$ cat src/rtl/seg_disp_arb.sv
// seg_disp_arb
// Chooses which of three 8-bit values is shown on the 7-segment display.
// Source 0 is the background value and is shown whenever no overlay is active.
// Sources 1 and 2 are overlays. A request pulse captures the overlay value,
// which is then shown for HOLD ticks of CE.
// Priority is source 2 > source 1 > source 0.
//
// Optional build macro: SEG_ARB_PEND_EN
//   Defined:   a source-1 request blocked by source 2 is parked in a
//              one-entry pending register and acknowledged. The pending
//              entry is shown when source 2 expires.
//   Undefined: the pending register does not exist, and a blocked source-1
//              request is dropped with NACK[0].
//
// State table
//   state | meaning
//   IDLE  | background VAL0 is refreshed into DISP_VAL every cycle
//   HOLD  | an overlay is shown, and cnt counts CE ticks down to expiry

module seg_disp_arb #(
    parameter int unsigned HOLD = 1000,
    parameter int unsigned CW   = 10
) (
    input  logic       CLK,
    input  logic       RST,
    input  logic       CE,
    input  logic [7:0] VAL0,
    input  logic [1:0] REQ,
    input  logic [7:0] VAL1,
    input  logic [7:0] VAL2,
    output logic [7:0] DISP_VAL,
    output logic [1:0] DISP_SRC,
    output logic [1:0] ACK,
    output logic [1:0] NACK,
    output logic       BUSY
);

    localparam logic [0:0]    ST_IDLE = 1'b0;
    localparam logic [0:0]    ST_HOLD = 1'b1;

    localparam logic [CW-1:0] CNT_HOLD = CW'(HOLD);
    localparam logic [CW-1:0] CNT_ONE  = CW'(1);
    localparam logic [CW-1:0] CNT_ZERO = '0;

    localparam logic [1:0]    SRC_BG  = 2'd0;
    localparam logic [1:0]    SRC_OV1 = 2'd1;
    localparam logic [1:0]    SRC_OV2 = 2'd2;

    logic [0:0]    state_q, state_d;
    logic [CW-1:0] cnt_q, cnt_d;
    logic [7:0]    disp_val_q, disp_val_d;
    logic [1:0]    disp_src_q, disp_src_d;
    logic [1:0]    ack_q, ack_d;
    logic [1:0]    nack_q, nack_d;

`ifdef SEG_ARB_PEND_EN
    logic          pend_vld_q, pend_vld_d;
    logic [7:0]    pend_val_q, pend_val_d;
`endif

    logic          in_hold;
    logic          expire;
    logic          blk1;

    // Decode the arbitration conditions used by the next-state logic.
    // The overlay expires when the last CE tick of the hold time arrives.
    // Source 1 is blocked when source 2 wins in the same cycle, or when
    // source 2 is on screen and is not expiring in this cycle.
    always_comb begin
        in_hold = (state_q == ST_HOLD);
        expire  = in_hold && CE && (cnt_q == CNT_ONE);
        blk1    = REQ[0] && (REQ[1] || (in_hold && (disp_src_q == SRC_OV2) && !expire));
    end

    // Next-state logic.
    // A grant takes priority over expiry. Expiry takes priority over the
    // plain countdown.
    always_comb begin
        state_d    = state_q;
        cnt_d      = cnt_q;
        disp_val_d = disp_val_q;
        disp_src_d = disp_src_q;
        ack_d      = 2'b00;
        nack_d     = 2'b00;
`ifdef SEG_ARB_PEND_EN
        pend_vld_d = pend_vld_q;
        pend_val_d = pend_val_q;
`endif

        if (REQ[1]) begin
            // Source 2 always wins. A source 1 overlay on screen is
            // discarded and is not parked in the pending register.
            state_d    = ST_HOLD;
            cnt_d      = CNT_HOLD;
            disp_val_d = VAL2;
            disp_src_d = SRC_OV2;
            ack_d[1]   = 1'b1;
        end else if (REQ[0] && !blk1) begin
            // This grant also supersedes any parked source 1 value.
            // That case only arises when source 2 is expiring.
            state_d    = ST_HOLD;
            cnt_d      = CNT_HOLD;
            disp_val_d = VAL1;
            disp_src_d = SRC_OV1;
            ack_d[0]   = 1'b1;
`ifdef SEG_ARB_PEND_EN
            pend_vld_d = 1'b0;
`endif
        end else if (in_hold) begin
            if (expire) begin
`ifdef SEG_ARB_PEND_EN
                if (pend_vld_q) begin
                    // The parked entry was already acknowledged when it
                    // was stored, so it is shown here without a new ACK.
                    cnt_d      = CNT_HOLD;
                    disp_val_d = pend_val_q;
                    disp_src_d = SRC_OV1;
                    pend_vld_d = 1'b0;
                end else begin
                    state_d    = ST_IDLE;
                    cnt_d      = CNT_ZERO;
                    disp_val_d = VAL0;
                    disp_src_d = SRC_BG;
                end
`else
                state_d    = ST_IDLE;
                cnt_d      = CNT_ZERO;
                disp_val_d = VAL0;
                disp_src_d = SRC_BG;
`endif
            end else if (CE) begin
                cnt_d = cnt_q - CNT_ONE;
            end
        end else begin
            disp_val_d = VAL0;
            disp_src_d = SRC_BG;
        end

        // A blocked source 1 request is parked or dropped. The value
        // stored last replaces any older parked value.
        if (blk1) begin
`ifdef SEG_ARB_PEND_EN
            pend_vld_d = 1'b1;
            pend_val_d = VAL1;
            ack_d[0]   = 1'b1;
`else
            nack_d[0]  = 1'b1;
`endif
        end
    end

    // State and output registers, with synchronous active-high reset.
    always_ff @(posedge CLK) begin
        if (RST) begin
            state_q    <= ST_IDLE;
            cnt_q      <= CNT_ZERO;
            disp_val_q <= 8'd0;
            disp_src_q <= SRC_BG;
            ack_q      <= 2'b00;
            nack_q     <= 2'b00;
        end else begin
            state_q    <= state_d;
            cnt_q      <= cnt_d;
            disp_val_q <= disp_val_d;
            disp_src_q <= disp_src_d;
            ack_q      <= ack_d;
            nack_q     <= nack_d;
        end
    end

`ifdef SEG_ARB_PEND_EN
    // Pending register for a source 1 request that source 2 blocked.
    always_ff @(posedge CLK) begin
        if (RST) begin
            pend_vld_q <= 1'b0;
            pend_val_q <= 8'd0;
        end else begin
            pend_vld_q <= pend_vld_d;
            pend_val_q <= pend_val_d;
        end
    end
`endif

    // Outputs are driven directly from the registers, so they cannot glitch.
    always_comb begin
        DISP_VAL = disp_val_q;
        DISP_SRC = disp_src_q;
        ACK      = ack_q;
        NACK     = nack_q;
        BUSY     = (state_q == ST_HOLD);
    end

endmodule
$ cat config.mk
export PLATFORM = sky130hd
export DESIGN_NAME = seg_disp_arb
export DESIGN_NICKNAME = d
export VERILOG_FILES = /design/src/rtl/seg_disp_arb.sv
export SDC_FILE = /design/constraint.sdc
export NUM_CORES = 1
export LEC_CHECK = 0
export ABC_AREA = 1
export CORE_MARGIN = 1.5
export CORE_UTILIZATION = 50
export CTS_CLUSTER_SIZE = 12
export DETAILED_ROUTE_END_ITERATION = 8
export HOLD_SLACK_MARGIN = 0.03
export PLACE_DENSITY = 0.94
export SYNTH_ARGS = -nofsm -noshare
export SYNTH_HDL_FRONTEND = slang
export SYNTH_SLANG_ARGS = --single-unit
$ cat constraint.sdc
create_clock -name CLK -period 2.25 [get_ports CLK]
set_clock_uncertainty 0.1 [all_clocks]
set_input_delay 0.5625 -clock CLK [delete_from_list [all_inputs] [get_ports CLK]]
set_output_delay 0.5625 -clock CLK [all_outputs]
set_load 0.005 [all_outputs]
# After elaboration in Yosys (flattened, before gate mapping)
# Cells that the tools add are included.
# W data, S select, Z words.
dict set report classes {
  n_mux 20
  eq_ne 4
  add_sub_neg 1
  n_reduce_logical 16
}
# op n
set op_table {}
lappend op_table {{$mux W10} 5}
lappend op_table {{$mux W8} 4}
lappend op_table {{$eq A10 B1 Y1 const B} 1}
lappend op_table {{$sub A10 B1 Y10 const B} 1}
lappend op_table {{$mux W2} 4}
lappend op_table {{$mux W1} 7}
lappend op_table {{$logic_and A1 B1 Y1} 6}
lappend op_table {{$ne A4 B2 Y1 const B} 1}
lappend op_table {{$reduce_and A2 Y1} 2}
lappend op_table {{$reduce_bool A4 Y1} 1}
lappend op_table {{$ne A3 B1 Y1 const B} 1}
lappend op_table {{$reduce_bool A3 Y1} 1}
lappend op_table {{$reduce_or A3 Y1} 1}
lappend op_table {{$eq A2 B2 Y1 const B} 1}
lappend op_table {{$logic_not A1 Y1} 2}
lappend op_table {{$reduce_bool A2 Y1} 1}
lappend op_table {{$reduce_or A2 Y1} 1}
lappend op_table {{$logic_or A1 B1 Y1} 1}
dict set report word_totals {
  regBits 25
  in_bits 29
  word_cells 51
  output_inout_bits 15
}

# Logic depth before layout (Yosys ltp)
dict set report depth {
  ltp_word 10
  mapped_depth 11
  ltp_nobuf 11
}

# Least setup slack after synthesis
# Ideal clock, no wire load.
dict set report synth_timing {
  kind {input-to-reg}
  start {in CE}
  end {reg disp_val_q[0] (netlist: DISP_VAL[0])}
  setup_time_ns 0.117
  arrival_ns 1.361
  cell_stages 9
  n_path_buf 0
  slack_ns 0.672
  t_required_ns 2.033
  cell_sequence {nand2_4 > inv_1 > nand3_1 > nor2_1 > nor2_2 > nor2_1 > nor2_1 > nor2_1 > nor2_1}
}
dict set report synth_between {
  elab_chain_len 10
  elab_cells_between_ends 11
  cone_classes {eq/ne (1); mux (2); reduce/logical (8)}
}
# element line
set synth_rtl {}
lappend synth_rtl {{start, declared} 26} ;# input logic CE,
lappend synth_rtl {{$logic_and A1 B1 Y1 (*) (2 in a row)} 71} ;# expire = in_hold && CE && (cnt_q == CNT_ONE);
lappend synth_rtl {{$logic_not A1 Y1} 72} ;# blk1 = REQ[0] && (REQ[1] || (in_hold && (disp_src_q == SRC_OV2) && !expire));
lappend synth_rtl {{$logic_and A1 B1 Y1} 72}
lappend synth_rtl {{$logic_or A1 B1 Y1} 72}
lappend synth_rtl {{$logic_and A1 B1 Y1} 72}
lappend synth_rtl {{$logic_not A1 Y1} 98} ;# end else if (REQ[0] && !blk1) begin
lappend synth_rtl {{$logic_and A1 B1 Y1} 98}
lappend synth_rtl {{$mux W8} 98}
lappend synth_rtl {{$mux W8} 90} ;# if (REQ[1]) begin
lappend synth_rtl {{end signal, assigned} 164} ;# disp_val_q <= disp_val_d;
lappend synth_rtl {{end, declared} 51} ;# logic [7:0] disp_val_q, disp_val_d;
# Mark *: on every way between the ends. The rest lies on a longest branch, timed or not.
# A chain may end at the register's enable or synchronous reset.

# Worst setup path after layout
dict set report layout_timing {
  start {reg state_q (netlist: BUSY)}
  end {out BUSY}
}
# element line
set layout_rtl {}
lappend layout_rtl {{start, declared} 49} ;# logic [0:0] state_q, state_d;
lappend layout_rtl {{start signal, assigned} 162} ;# state_q <= state_d;
lappend layout_rtl {{end, declared} 35} ;# output logic BUSY
# No word-level cell between the ends.

==> results.toml <==
[sta]
fin_tns_setup_ps = 0
post-route-min-period_ps = 2031
fin_crit_sh = 0.9028
finalSetupViolCount = 0
rsz0062_at_grt = "no"
maxSlewViolCount = 0
hold_viol = 0
fin_ws_ps = 218.7
worstMarginPinSlew_ps = 608.5
max_freq_ghz = 0.4923
slew_headroom = 0.5943

[synthesis]
synthDistinctLibCells = 35
yosysSeqAreaShare = 0.3345
synth_edf_count = 0
synth_area_leaders = "dfxtp_1 33%, nand2_1 9.4%, inv_1 8.1%"
synth_flop_cell = "dfxtp_1"
yosysTopAreaCell = "dfxtp_1"
async_flop_share = 0
syn-num-nets = 235
synth-seq-cells = 24
ys_warn_count = 0
postSynthCellCount = 204
synth_top_cell_area_share = 0.3345
synth_area_mm2 = 0.001436
avgSynthCellArea_um2 = 7.041

[floorplan]
core_area_mm2 = 0.002734
num_io_pins = 44
die_h_um = 56.60
dieArea_mm2 = 0.003204
dieWidth_um = 56.60
start_util = 0.5254
fp-row-count = 19

[run_status]
status = "finished, final reports clean"

[clock_network]
clkTransAtPathRegs_ps = 140
h-tree-depth = 1
worstSkewPairLatency_ps = 320
root_buffer = "clkbuf_4"
cts_tree = "yes"
cts_hold_buf = 0
numCtsBuffers = 3
cts.path.max_buffers = 2
cts_resized = 0
numClockSinks = 24
cts_setup_buffers = 0

[place]
place_ws_ps = 9.954
portBuffers = 42
dp_hpwl_um = 2830
placed_cells_incl_taps = 278
gp_congestion = 0.9301

[global_route]
track_usage = 0.2326
grt_pass1_vias = 1432
grt_max_degree = 18
antenna_found_initial = 0
grt_pass1_wl_um = 5920
overflow = 0

[routing]
firstDrtPassIters = 4
drc_errors = 0
num_vias = 1489
routed_via_density = 5.280
wirelength_um = 3576
routedWlPerCell_um = 12.68
drtIter0Drc = 65
drtAntennaViolNets = 0

[cells_and_area]
n_antenna_cell = 0
instances_no_fill = 282
drive_gt1_frac = 0.1195
mostFrequentLayoutCell = "clkdlybuf4s50_1"
num-nets-final = 283
syn_to_final_growth_pct = 36.41
utilization = 0.7167
final_cell_mix = "42 x clkdlybuf4s50_1, 36 x nand2_1, 31 x inv_1"

[worst_setup_path]
worstSetupStartpointType = "register"
critPathCaptureType = "primary output"
cp.arrival_ps = 1370
critPathSlowestCell = "clkdlybuf4s50_1"
cp_max_fo = 4
crit_required_ps = 1590
crit_family = "buffers and inverters"
critPathKind = "reg -> out"
max_stage_delay_ps = 570
crit_buf_inv = 1
path_cells = "clkdlybuf4s50_1"

[power_and_ir_drop]
leakagePower_nw = 0.9181
p_per_area_mw_per_mm2 = 530.1
power_mw = 1.039
worst_ir_drop_vdd_mv = 0.5846

[min_path]
min_path_type = "reg -> reg"

[run]
cap_violations = 0
==> metrics by stage <==
stage                     instance area [um^2]  hold slack [ps]
after global placement                    1907            384.8
after floorplan                           1436            379.1
after global routing                      1959            424.3
after CTS                                 1959            404.7
final                                     1959            403.1
after detailed placement                  1907            382.7
==> cell usage after synthesis (2+ instances only) <==
cell type  instances
nand3_1           17
nand2_1           36
a31oi_1            2
clkbuf_1           2
inv_1             31
nor2_4             3
nor3_1             3
a211oi_1           2
dfxtp_1           24
ha_1               2
nand2_4            4
o21ai_0            5
a21oi_1           12
nor2_2             2
buf_4              2
o21bai_1           5
nor2_1            27
nand4_1            8
==> cells by family (layout without fill, tap and decap cells) <==
logic type,Yosys count,after routing,synth area share
and+or+nand+nor,103,103,0.3632
other,1,1,0.002611
DFF,24,24,0.3345
buffers and inverters,40,87,0.1228
adders and majority gates,2,2,0.01742
xor gates and xnor gates,1,1,0.006099
AOI/OAI and AO/OA,33,33,0.1533
==> worst reg2reg max path: stages, from the launching register on <==
cell and delay, ps:
dfxtp_1 370, inv_1 80, ha_1 190, nand2_1 110, nor2_4 40, nand2_4 100, o2111ai_2 330, o21ai_0 360
nor2_1 80
==> per-layer routing <==
metal	track usage	vias to the layer above	share of wire
li1	-	755	-
met1	0.2993	677	0.45
met2	0.3771	51	0.49
met3	0.05760	6	0.055
met4	0.08163	0	0.0098
met5	0	-	0
==> final timing paths <==
check / start / cells after the start / to / slack, ps
max: BUSY / 1 / BUSY / 220
min: DISP_SRC[1] / 2 / DISP_SRC[1] / 400
max reg2reg: cnt_q[1] / 8 / DISP_VAL[5] / 380
min reg2reg: DISP_SRC[1] / 2 / DISP_SRC[1] / 400
==> power breakdown <==
part           internal (mW)  leakage, nW  total, mW  switching, mW
registers              0.454        0.199      0.476         0.0225
clock network          0.180       0.0279      0.308          0.128
logic                  0.132        0.691      0.254          0.123
total                  0.766        0.918       1.04          0.273
==> sequential cells by signal, indices dropped and copies added (netlist names) <==
name / cells
NACK: 1
cnt_q: 10
ACK: 2
BUSY: 1
DISP_SRC: 2
DISP_VAL: 8
==> final cells by class <==
class                           count  area, um^2
Multi-Input combinational cell    140       779.5
Fill cell                         204       774.5
Timing Repair Buffer               51       488.0
Sequential cell                    24       480.5
Inverter                           32       120.1
Tap cell                           31       38.79
Clock inverter                      1       30.03
Clock buffer                        3       22.52
Power figures use the tool's default switching activity.
